--- src/rtl/fir_coef_ctrl.sv ---
// Double-banked FIR coefficient store with a host write port and a sample-aligned bank swap.
// Optional shadow readback port enabled by defining FIR_COEF_READBACK_EN.
module fir_coef_ctrl #(
    parameter int NTAPS = 32,
    parameter int CW    = 16
) (
    input  logic                     sys_clk,
    input  logic                     sys_rst_n,
    input  logic                     cfg_valid,
    output logic                     cfg_ready,
    input  logic [$clog2(NTAPS):0]   cfg_addr,
    input  logic [CW-1:0]            cfg_data,
    input  logic                     cfg_commit,
    input  logic                     sample_stb,
    input  logic [$clog2(NTAPS)-1:0] coef_rd_addr,
    output logic [CW-1:0]            coef_rd_data,
`ifdef FIR_COEF_READBACK_EN
    input  logic [$clog2(NTAPS)-1:0] rb_addr,
    output logic [CW-1:0]            rb_data,
`endif
    output logic                     busy,
    output logic                     swap_done,
    output logic                     addr_err
);

    localparam int AW = $clog2(NTAPS);
    localparam logic [AW:0] TAP_LIMIT = (AW+1)'(NTAPS);

    typedef enum logic [1:0] {
        IDLE  = 2'd0,
        LOAD  = 2'd1,
        ARMED = 2'd2,
        SWAP  = 2'd3
    } state_t;

    state_t          state;
    state_t          next_state;
    logic            ready_q;
    logic            bank_sel;
    logic            err_q;
    logic [CW-1:0]   rd_q;
    logic [CW-1:0]   bank [2][NTAPS];

    logic            wr_fire;
    logic            wr_in_range;
    logic            commit_ok;
    logic [AW-1:0]   wr_idx;

    // ready_q is low for the first cycle after reset, so writes and commits are gated by it
    assign wr_fire     = cfg_valid && ready_q;
    assign wr_in_range = cfg_addr < TAP_LIMIT;
    assign commit_ok   = cfg_commit && ready_q;
    assign wr_idx      = cfg_addr[AW-1:0];

    // State register; cfg_ready is registered so it reads 0 throughout reset
    always_ff @(posedge sys_clk) begin
        // NOTE: sequential state uses non-blocking assignments so every register sees pre-edge values.
        if (!sys_rst_n) begin
            state   <= IDLE;
            ready_q <= 1'b0;
        end else begin
            state   <= next_state;
            ready_q <= (next_state == IDLE) || (next_state == LOAD);
        end
    end

    always_comb begin
        // NOTE: assigning a default first keeps every path covered, so no latch is inferred.
        next_state = state;
        unique case (state)
            IDLE: begin
                if (commit_ok)
                    next_state = ARMED;
                else if (wr_fire && wr_in_range)
                    next_state = LOAD;
            end
            LOAD: begin
                if (commit_ok)
                    next_state = ARMED;
            end
            ARMED: begin
                if (sample_stb)
                    next_state = SWAP;
            end
            SWAP:    next_state = IDLE;
            default: next_state = IDLE;
        endcase
    end

    always_comb begin
        busy      = (state == ARMED) || (state == SWAP);
        swap_done = (state == SWAP);
    end

    // bank_sel flips on entry to SWAP: reads sampled in SWAP already see the new bank
    always_ff @(posedge sys_clk) begin
        if (!sys_rst_n) begin
            bank_sel <= 1'b0;
            err_q    <= 1'b0;
        end else begin
            if ((state == ARMED) && sample_stb)
                bank_sel <= ~bank_sel;
            if (wr_fire && !wr_in_range)
                err_q <= 1'b1;
        end
    end

    always_ff @(posedge sys_clk) begin
        // NOTE: both banks must come out of reset as zero, so this array is cleared explicitly;
        // storage without that requirement would skip the reset branch.
        if (!sys_rst_n) begin
            for (int t = 0; t < NTAPS; t++) begin
                bank[0][t] <= '0;
                bank[1][t] <= '0;
            end
        end else if (wr_fire && wr_in_range) begin
            bank[~bank_sel][wr_idx] <= cfg_data;
        end
    end

    always_ff @(posedge sys_clk) begin
        if (!sys_rst_n)
            rd_q <= '0;
        else
            rd_q <= bank[bank_sel][coef_rd_addr];
    end

`ifdef FIR_COEF_READBACK_EN
    logic [CW-1:0] rb_q;

    always_ff @(posedge sys_clk) begin
        if (!sys_rst_n)
            rb_q <= '0;
        else
            rb_q <= bank[~bank_sel][rb_addr];
    end

    assign rb_data = rb_q;
`else
    // Shadow readback is absent in this build.
`endif

    assign cfg_ready    = ready_q;
    assign coef_rd_data = rd_q;
    assign addr_err     = err_q;

endmodule

--- config.mk ---
export PLATFORM = sky130hd
export DESIGN_NAME = fir_coef_ctrl
export DESIGN_NICKNAME = d
export VERILOG_FILES = /design/src/rtl/fir_coef_ctrl.sv
export SDC_FILE = /design/constraint.sdc
export NUM_CORES = 1
export LEC_CHECK = 0
export BUFFER_PORTS_ARGS = -buffer_cell sky130_fd_sc_hd__buf_2
export CORE_MARGIN = 4
export CORE_UTILIZATION = 60
export DETAILED_ROUTE_END_ITERATION = 12
export PLACE_DENSITY = 0.76
export SYNTH_ARGS = -nofsm -noshare
export SYNTH_HDL_FRONTEND = slang
export SYNTH_SLANG_ARGS = --single-unit
--- constraint.sdc ---
create_clock -name sys_clk -period 3.8 [get_ports sys_clk]
set_input_delay 0.38 -clock sys_clk [delete_from_list [all_inputs] [get_ports sys_clk]]
set_output_delay 0.38 -clock sys_clk [all_outputs]
set_load 0.03 [all_outputs]
## After elaboration in Yosys (flattened, before gate mapping)

Memories as Yosys holds them, arrays and structs flattened. A register that Yosys moved wholly into a read port is not among the register bits.
Cells that the tools add are included.

- Register bits: 21
- Memory bits (writable): 1024
- Input bits: 32
- Output and inout bits: 20
- Word-level logic and storage cells: 48
- Memories kept: 1

- Order comparisons: 4
- Equality and inequality tests: 4
- Muxes and demuxes: 19
- Bitwise logic cells: 3
- Reduce and logical (&&, ||, !) cells: 12

Memories:

| name | depth | bits a word | read ports | clocked after Yosys merged registers in | write ports | RTL line | source |
|---|---|---|---|---|---|---|---|
| bank | 2 | 512 | 1 | 1 | 2 | 42 | `logic [CW-1:0] bank [2][NTAPS];` |

Operators by type and width:

| kind | number |
|---|---|
| 2-to-1 mux 512 bit | 3 |
| OR reduction 512 bit | 1 |
| binary-select mux 16 bit (select 5 bit) | 1 |
| demux 16 bit (select 5 bit) | 1 |
| 2-to-1 mux 16 bit | 3 |
| greater-or-equal comparator 6 bit (second input constant) | 2 |
| inverter 5 -> 6 bit | 2 |
| 2-to-1 mux 2 bit | 4 |
| case mux 2 bit (4 select lines) | 1 |
| logical AND 1 bit | 6 |
| < comparator 6 x 1 -> 1 bit (second input constant) | 1 |
| < comparator 6 bit (second input constant) | 1 |
| 2-to-1 mux 1 bit | 6 |
| == test 2 x 1 -> 1 bit (second input constant) | 2 |
| == test 2 bit (second input constant) | 2 |
| zero test 2 bit | 2 |
| logical OR 1 bit | 2 |
| zero test 1 bit | 1 |
| inverter 1 bit | 1 |

## Logic depth before layout (Yosys ltp)

Gate-level depths: netlist of the first run.

- Word-level depth: 8
- Mapped depth: 11
- Gate-level depth less buffers: 5

## Worst setup path after synthesis of the first run

No wires, ideal clock.

- Path kind: reg-to-reg
- Start: register ready_q (netlist: cfg_ready)
- End: memory bank[1][0] (netlist bit), enable pin
- Setup time: 411 ps
- Data arrival time: 2607 ps
- Data required time: 3389 ps
- Setup slack: 782 ps
- Cell stages (with the launch flop): 6
- Path buffers: 1
- Period minus slack after synthesis: 3018 ps
- Path through: dfxtp_1 -> and3b_1 -> nor3b_2 -> nand3_1 -> clkbuf_1 -> o21ai_0

RTL lines:

| element | RTL line | source |
|---|---|---|
| start: declaration | 38 | `logic ready_q;` |
| start signal: assignment | 63 | `ready_q <= (next_state == IDLE) \|\| (next_state == LOAD);` |
| end: declaration | 42 |  |

==> results.md, run 1 <==
* CP endpoint kind: register
* Clock tree from TritonCTS: built
* Final setup fails at 0
* CP Data Arrival Time at 3.82 ns
* Worst path cell trace: dlygate4sd3_1, buf_2, buf_4, nand2_1, a2111oi_0, buf_4, a32o_1
* Number of hold violations in the final report at 0
* Clock buffer depth at 3
* Vias in the first global route at 27.5k
* Reg-to-reg critical path endpoint: coef_rd_data[5]
* Post-route clock period utilization at between 80% and 90%
* Die Footprint at ~84000 sq um
* Clock net sink count at between 1k and 1.5k
* Power Dens Cells at 479 nW/um^2
* Cell count of the worst reg-to-reg path at 5
* Total cell area at the placement stage at 49100 sq um
* Number of flops mapped to enable cells by yosys at about 1k
* Worst Setup EP: coef_rd_data[5]
* Fmax at ~300 MHz
* Class of the tightest hold or removal check: in -> reg
* Worst endpoint required time at ~4.4 ns
* Number of nets produced by synthesis at 3070
* Ys Warns at 0
* Ratio of cells with drive above 1 in the final layout at between 20% and 30%
* Worst relative slew slack at 7.62%
* Synthesized area divided by synthesized cell count at roughly 16 sq um
* Core area at a little under 80000 sq um
* Slew Limit Fails at 0
* Number of vias per cell at about 6.5
* Post-CTS setup-driven buffer insertion count at 0
* Post-route minimum period at between 3 and 4 ns
* Total wirelength of the detailed-routed design at between 100 and 150 mm
* Worst clock skew on the final layout at between 0.02 and 0.025 ns
* Post-synthesis sequential area ratio at 65.8%
* Setup TNS after final layout at 0 ns
* Startpoint-to-endpoint class of the critical path: in -> reg
* Skew-Pair Late Insertion Delay at 0.66 ns
* Most common cell on crit path: sky130_fd_sc_hd__buf_4
* Total Nets Final at 3109
* Most used flip-flop cell after synthesis: sky130_fd_sc_hd__edfxtp_1
* Logic depth of the worst path, buffers included at 7
* Synthesized instance count at about 3k
* Detailed placement HPWL at roughly 79 mm
* GR Overflow Total at 0
* Drt wl/cell at ~30 um
* Measured slew at the worst slew-check pin at 1.38 ns
* Final weighted congestion in routability-driven placement at approximately 0.91
* Critical Path Fanout Max at 67
* First-pass GRT wire length at between 150 and 200 mm
* Count of input and output buffers at 51
* Synthesis-to-finish area growth at 10.6%
* Total Routing Usage GR at 30.6%
* Async set or reset register ratio after synthesis at 0%
* Worst setup SP type: input pin
* Critical path buffer and inverter count at 4
* Final Instance Area at around 52000 sq um
* Count of cell types in the netlist at 47
* Number of core rows at approximately 100
* Maximum VDD drop at 0.370 mV
* Clock transition at the register clock pins on the worst setup and hold paths after CTS at roughly 0.060 ns
* Mapped cell area at about 47000 sq um
* Largest net degree at the start of global routing at 68
* Outcome: complete, no violations
* Starting density of the core at roughly three fifths
* Delay of the slowest cell on the worst path at between 1 and 1.5 ns
* Worst slack, placed at 0.281 ns
* Via total after detailed routing at between 20k and 30k
* Number of flip-flops and latches in the synthesized netlist at ~1.0k
* Number of levels the H-tree was split into at 3
* Setup slack, reg-to-reg at 0.55 ns
* Clock root buffer master: sky130_fd_sc_hd__clkbuf_16
* # Max-Cap Violations at 0
* DRC marker count from the first detailed-route iteration at approximately 3.8k
* Top delay family on crit path: buffers and inverters
* I/O pin count at 52
* Library cell contributing the largest single delay on the critical path: sky130_fd_sc_hd__a2111oi_0
* DRT Pass-1 Iters at 6
* Setup slack of the critical path after layout at 0.542 ns
* Number of antenna violations at the first check in global routing at 4
* Pleak at about 19 nW
* CTS buffer count at 103
* Antenna violation net count after detailed routing at 0
* Fill cell instance count of the final layout at approximately 5.1k
* DIE HEIGHT at between 200 and 300 um
* Width of the chip at around 290 um
* Setup repair after global routing missed its margin: no
* Number of DRC violations after detailed routing at 0
* Critical Path Source: sys_rst_n
-- what timing repair did --
action / in CTS / in global routing
hold buffers: 3 / 0
hold endpoints to repair: 2 / 0
gates resized for setup: 0 / 0
-- worst min-delay path by stage --
| stage | startpoint | end | slack [ns] | cells past startpoint |
|---|---|---|---|---|
| global placement | addr_err | addr_err | 0.47 | 2 |
| detailed placement | addr_err | addr_err | 0.48 | 2 |
| finish | cfg_commit | state[0] | 0.04 | 4 |
| global route | cfg_commit | state[0] | 0.06 | 4 |
| CTS | cfg_commit | state[0] | 0.01 | 4 |
| floorplan | state[0] | cfg_ready | 0.50 | 2 |
-- logic make-up (layout without fill, tap and decap cells) --
logic type,count (synthesis),in the layout,share of synthesized area [%]
and+or+nand+nor,1188,1188,15.1
buffers and inverters,290,411,2.82
other,0,5,0
DFF,1046,1046,65.8
muxes,334,334,13.9
xor gates and xnor gates,1,1,0.0185
AOI/OAI and AO/OA,179,179,2.40
-- cell usage after synthesis (14+ instances only) --
master,number,area [sq um]
sky130_fd_sc_hd__a22oi_1,14,105
sky130_fd_sc_hd__and2_1,1029,6440
sky130_fd_sc_hd__buf_1,21,78.8
sky130_fd_sc_hd__buf_2,25,125
sky130_fd_sc_hd__buf_4,26,195
sky130_fd_sc_hd__clkbuf_1,206,773
sky130_fd_sc_hd__dfxtp_1,22,440
sky130_fd_sc_hd__edfxtp_1,1024,30700
sky130_fd_sc_hd__mux2i_1,74,741
sky130_fd_sc_hd__mux4_2,258,5810
sky130_fd_sc_hd__nand2_1,25,93.8
sky130_fd_sc_hd__nor2_1,82,308
sky130_fd_sc_hd__o21ai_0,74,370
sky130_fd_sc_hd__o22ai_1,34,213
-- registers in the layout (all words and copies together), names as in the netlist, named ones only --
register and flops:
addr_err 1, bank 1024, coef_rd_data 16, cfg_ready 1, state 2, bank_sel 1
-- power breakdown --
group          switching (W)  internal [W]  leakage (nW)  total (W)
sequential          0.000142        0.0130          10.8     0.0132
clock                0.00424       0.00591          1.63     0.0102
combinational        0.00117      0.000629          6.64    0.00180
-- routing by layer --
metal	GRT usage (%)	share of wire, %	up-vias
met5	0	0.0088	-
met4	11.6	4.2	2
met3	6.83	12	275
met2	49.0	48	1725
met1	41.9	36	14000
li1	-	-	11300
-- stage by stage --
stage,hold slack [ns],power [W],instances,utilization (%)
after floorplan,0.500,0.0144,3038,-
after global placement,0.474,0.0151,4009,63.0
after detailed placement,0.481,0.0152,4009,63.0
after CTS,0.0100,0.0252,4199,67.4
after global routing,0.0626,0.0257,4199,67.4
final,0.0417,0.0251,4204,67.4
-- worst reg2reg max path: stages (launching register included) --
cell,delay [ns]
sky130_fd_sc_hd__dfxtp_4,0.83
sky130_fd_sc_hd__or3b_2,0.61
sky130_fd_sc_hd__o22ai_1,0.20
sky130_fd_sc_hd__a2111oi_0,1.06
sky130_fd_sc_hd__buf_4,0.25
sky130_fd_sc_hd__a32o_1,0.21
-- cell type report --
cell class	count	area, sq um	area share, %
diodes	5	12.5	0.0239
clock buffers	139	2860	5.44
inverters	1	3.75	0.00716
clock inverters	48	479	0.914
multi-input cells	1702	14900	28.4
well taps	1040	1300	2.48
repair buffers	223	1710	3.26
flip-flops and latches	1046	31200	59.5
-- cells in the final DEF (no fill, tap or decap), types with 5 or more instances in the layout --
master,Yosys,final
sky130_fd_sc_hd__a221oi_1,5,5
sky130_fd_sc_hd__a31o_1,10,10
sky130_fd_sc_hd__a22o_1,11,11
sky130_fd_sc_hd__o21ai_0,74,10
sky130_fd_sc_hd__buf_2,25,49
sky130_fd_sc_hd__diode_2,0,5
sky130_fd_sc_hd__nand3_1,7,7
sky130_fd_sc_hd__clkinv_2,0,16
sky130_fd_sc_hd__mux4_2,258,258
sky130_fd_sc_hd__nand3b_1,6,6
sky130_fd_sc_hd__edfxtp_1,1024,1024
sky130_fd_sc_hd__bufinv_16,0,10
sky130_fd_sc_hd__a22oi_1,14,14
sky130_fd_sc_hd__dfxtp_1,22,21
sky130_fd_sc_hd__and2_1,1029,1029
sky130_fd_sc_hd__nor4_1,6,6
sky130_fd_sc_hd__buf_4,26,158
sky130_fd_sc_hd__o21ai_1,4,68
sky130_fd_sc_hd__o22ai_1,34,34
sky130_fd_sc_hd__mux2i_1,74,74
sky130_fd_sc_hd__nor2_1,82,81
sky130_fd_sc_hd__nor2b_1,8,7
sky130_fd_sc_hd__clkinv_1,0,18
sky130_fd_sc_hd__clkbuf_8,0,10
sky130_fd_sc_hd__nand2b_1,13,13
sky130_fd_sc_hd__buf_12,3,11
sky130_fd_sc_hd__a21oi_1,13,13
sky130_fd_sc_hd__clkbuf_1,206,24
sky130_fd_sc_hd__nand2_1,25,25
sky130_fd_sc_hd__clkbuf_16,0,105
No activity file was read; power rests on OpenSTA's default activity.
==> run 2, diff against run 1 <==
--- a/config.mk
+++ b/config.mk
@@ -6,7 +6,7 @@
 export NUM_CORES = 1
 export LEC_CHECK = 0
 export BUFFER_PORTS_ARGS = -buffer_cell sky130_fd_sc_hd__buf_2
-export CORE_MARGIN = 4
+export CORE_MARGIN = 10
 export CORE_UTILIZATION = 60
 export DETAILED_ROUTE_END_ITERATION = 12
 export PLACE_DENSITY = 0.76
==> constraint.sdc (replaced) <==
create_clock -name sys_clk -period 3.8 [get_ports sys_clk]
set_input_delay 0.38 -clock sys_clk [delete_from_list [all_inputs] [get_ports sys_clk]]
set_output_delay 0.38 -clock sys_clk [all_outputs]
set_load 0.1 [all_outputs]
==> run 2 against run 1 <==
Sequential share of layout area is 0.14 points lower. Register-to-register slack better by 0.06 ns. Non-clock buffer count is 3 lower. Via count is 0.41% higher. Cell area is 0.24% higher. Maximum frequency is 2.2% higher. First-iteration DRC count is 5.3% higher. Sequential power hardly changed. Critical path depth is 2 lower. Largest cell class unchanged.
==> results.md, run 2 (synthesized netlist as in run 1, its figures left out) <==
* Number of antenna violations at the first check in global routing at 9 (+5)
* Storage cell area at 31200 sq um (unchanged)
* Worst relative slew slack at 6.65% (-0.97 points)
* Total Routing Usage GR at 28.3% (-2.3 points)
* Worst setup SP type: register
* CP Data Arrival Time at 3.70 ns (-0.12 ns)
* Setup slack, reg-to-reg at 0.61 ns (+0.06 ns)
* Clock root buffer master: sky130_fd_sc_hd__clkbuf_16
* Die Footprint at 90700 sq um (+8.5%)
* Antenna violation net count after detailed routing at 0 (unchanged)
* Startpoint-to-endpoint class of the critical path: reg -> reg
* Delay of the slowest cell on the worst path at 1.18 ns (+0.06 ns)
* Register bank with the most flops: bank
* Fill cell instance count of the final layout at 5161 (+0.57%)
* DRC marker count from the first detailed-route iteration at 3963 (+5.3%)
* GR Overflow Total at 0 (unchanged)
* Number of hold violations in the final report at 0 (unchanged)
* Fraction of power consumed by the clock network at 41.3% (+0.9 points)
* Number of core rows at 103 (+0.98%)
* Clock buffer depth at 3 (unchanged)
* Largest net degree at the start of global routing at 68 (unchanged)
* Total cell area at the placement stage at 49000 sq um (about the same)
* Critical Path Fanout Max at 16 (-76%)
* Power share of the combinational group at 7.5% (+0.3 points)
* Post-route clock period utilization at 83.9% (-1.8 points)
* Total wirelength of the detailed-routed design at 128 mm (+1.7%)
* Library cell contributing the largest single delay on the critical path: sky130_fd_sc_hd__nor2_1
* Final weighted congestion in routability-driven placement at 0.945 (+3.5%)
* Area of combinational cells with multiple inputs at 14900 sq um (about the same)
* I/O pin count at 52 (unchanged)
* Total of hold buffers inserted after clock tree synthesis at 3 (unchanged)
* Pleak at 19.1 nW (+0.26%)
* CP endpoint kind: register
* Detailed placement HPWL at 78.3 mm (-0.50%)
* Power Internal at 0.0199 W (+1.6%)
* Core area at 78600 sq um (+0.98%)
* # Max-Cap Violations at 0 (unchanged)
* DRT Pass-1 Iters at 8 (+2)
* Largest register FFs at 1024 (unchanged)
* Share of power burned in registers at 51.2% (-1.2 points)
* Worst slack on hold paths at 0.0420 ns (+0.000268 ns)
* Final total power at 0.0257 W (+2.3%)
* CTS buffer count at 102 (-0.97%)
* Number of gates resized after CTS at 0 (unchanged)
* Worst endpoint required time at 4.32 ns (-0.05 ns)
* Starting density of the core at 60.3% (-0.59 points)
* Worst path cell trace: and3b_1, and3_1, nand3_1, nor2_1, and2_1
* Setup repair after global routing missed its margin: no
* Number of vias per cell at 6.50 (+0.22%)
* Via total after detailed routing at 27.4k (+0.41%)
* Outcome: complete, no violations
* First-pass GRT wire length at 187 mm (+1.2%)
* Number of levels the H-tree was split into at 3 (unchanged)
* Most frequent cells in the layout: 1029 x sky130_fd_sc_hd__and2_1, 1024 x sky130_fd_sc_hd__edfxtp_1, 258 x sky130_fd_sc_hd__mux4_2
* Worst clock skew on the final layout at 0.0208 ns (-0.00203 ns)
* Measured slew at the worst slew-check pin at 1.40 ns (+0.0146 ns)
* Slew Limit Fails at 0 (unchanged)
* Power Dens Cells at 488 nW/um^2 (+2.0%)
* Clock transition at the register clock pins on the worst setup and hold paths after CTS at 0.06 ns (about the same)
* Maximum VDD drop at 0.408 mV (+10%)
* DIE HEIGHT at 301 um (+4.2%)
* Skew-Pair Late Insertion Delay at 0.67 ns (about the same)
* Clock net sink count at 1046 (unchanged)
* Vias in the first global route at 27.4k (-0.30%)
* Post-CTS setup-driven buffer insertion count at 0 (unchanged)
* Class of the tightest hold or removal check: in -> reg
* Final Instance Area at 52600 sq um (+0.24%)
* Clock tree from TritonCTS: built
* Psw at 0.00581 W (+4.6%)
* Width of the chip at 301 um (+4.2%)
* Post-route minimum period at 3.19 ns (-0.0699 ns)
* Total Nets Final at 3105 (-0.13%)
* Most common library cell in the layout ignoring fill and taps: sky130_fd_sc_hd__and2_1
* Ratio of cells with drive above 1 in the final layout at 20.2% (+0.15 points)
* Fmax at 314 MHz (+2.2%)
* Fraction of the core area covered by cells at the end of the flow at 66.9% (-0.50 points)
* Setup TNS after final layout at 0 ns (unchanged)
* Count of input and output buffers at 51 (unchanged)
* Switching Fraction at 22.6% (+0.52 points)
* Drt wl/cell at 30.3 um (+1.5%)
* Synthesis-to-finish area growth at 10.9%
* Final setup fails at 0 (unchanged)
* Number of DRC violations after detailed routing at 0 (unchanged)
## run 2: cell count changes in the layout (fill, tap and decap cells not counted), sizes merged
cell and change:
buf -3, bufinv +7, clkbuf -13, clkinv +6, clkinvlp +2, diode -3, inv +2
## run 2: stage by stage
stage,cells,worst slack [ns]
3_5_place_dp,4015,0.618
4_1_cts,4209,0.710
3_3_place_gp,4015,0.672
6_report,4212,0.612
2_1_floorplan,3038,0.274
5_1_grt,4210,0.529
## run 2: critical path, delay by kind of cell, from the launching register on
family	cells	cell delay (ns)
AND/OR/NAND/NOR	5	2.62
flip-flops	1	0.39
## run 2: cell type report
cell class | instances | share of cell area [%]
antenna | 2 | 0.00952
timing repair buffer | 220 | 3.19
clock buffer | 126 | 5.16
clock inverter | 65 | 1.47
tap | 1050 | 2.50
multi-input combinational | 1702 | 28.3
sequential | 1046 | 59.3
inverter | 1 | 0.00714
## run 2: worst paths after layout
kind | from | end | cells after the start
setup / recovery | cfg_ready | bank[0][68] | 5
hold / removal | cfg_commit | state[0] | 4
setup reg to reg | cfg_ready | bank[0][68] | 5
hold reg to reg | bank_sel | register | 2
## run 2: power by group through the flow
| stage | registers (W) | clock network, W | logic, W |
|---|---|---|---|
| CTS | 0.0132 | 0.0106 | 0.00190 |
| detailed placement | 0.0134 | 0 | 0.00189 |
| global placement | 0.0134 | 0 | 0.00186 |
| global route | 0.0132 | 0.0111 | 0.00199 |
| floorplan | 0.0135 | 0 | 0.00105 |
| finish | 0.0132 | 0.0106 | 0.00193 |
## run 2: routing by layer
layer  GRT usage (%)  vias up  routed length, um
met5               0        -                 64
met4            11.7       10               5490
met3            7.32      323              15900
met2            43.7     1799              59600
met1            38.3    14000              46500
li1                -    11300                  -
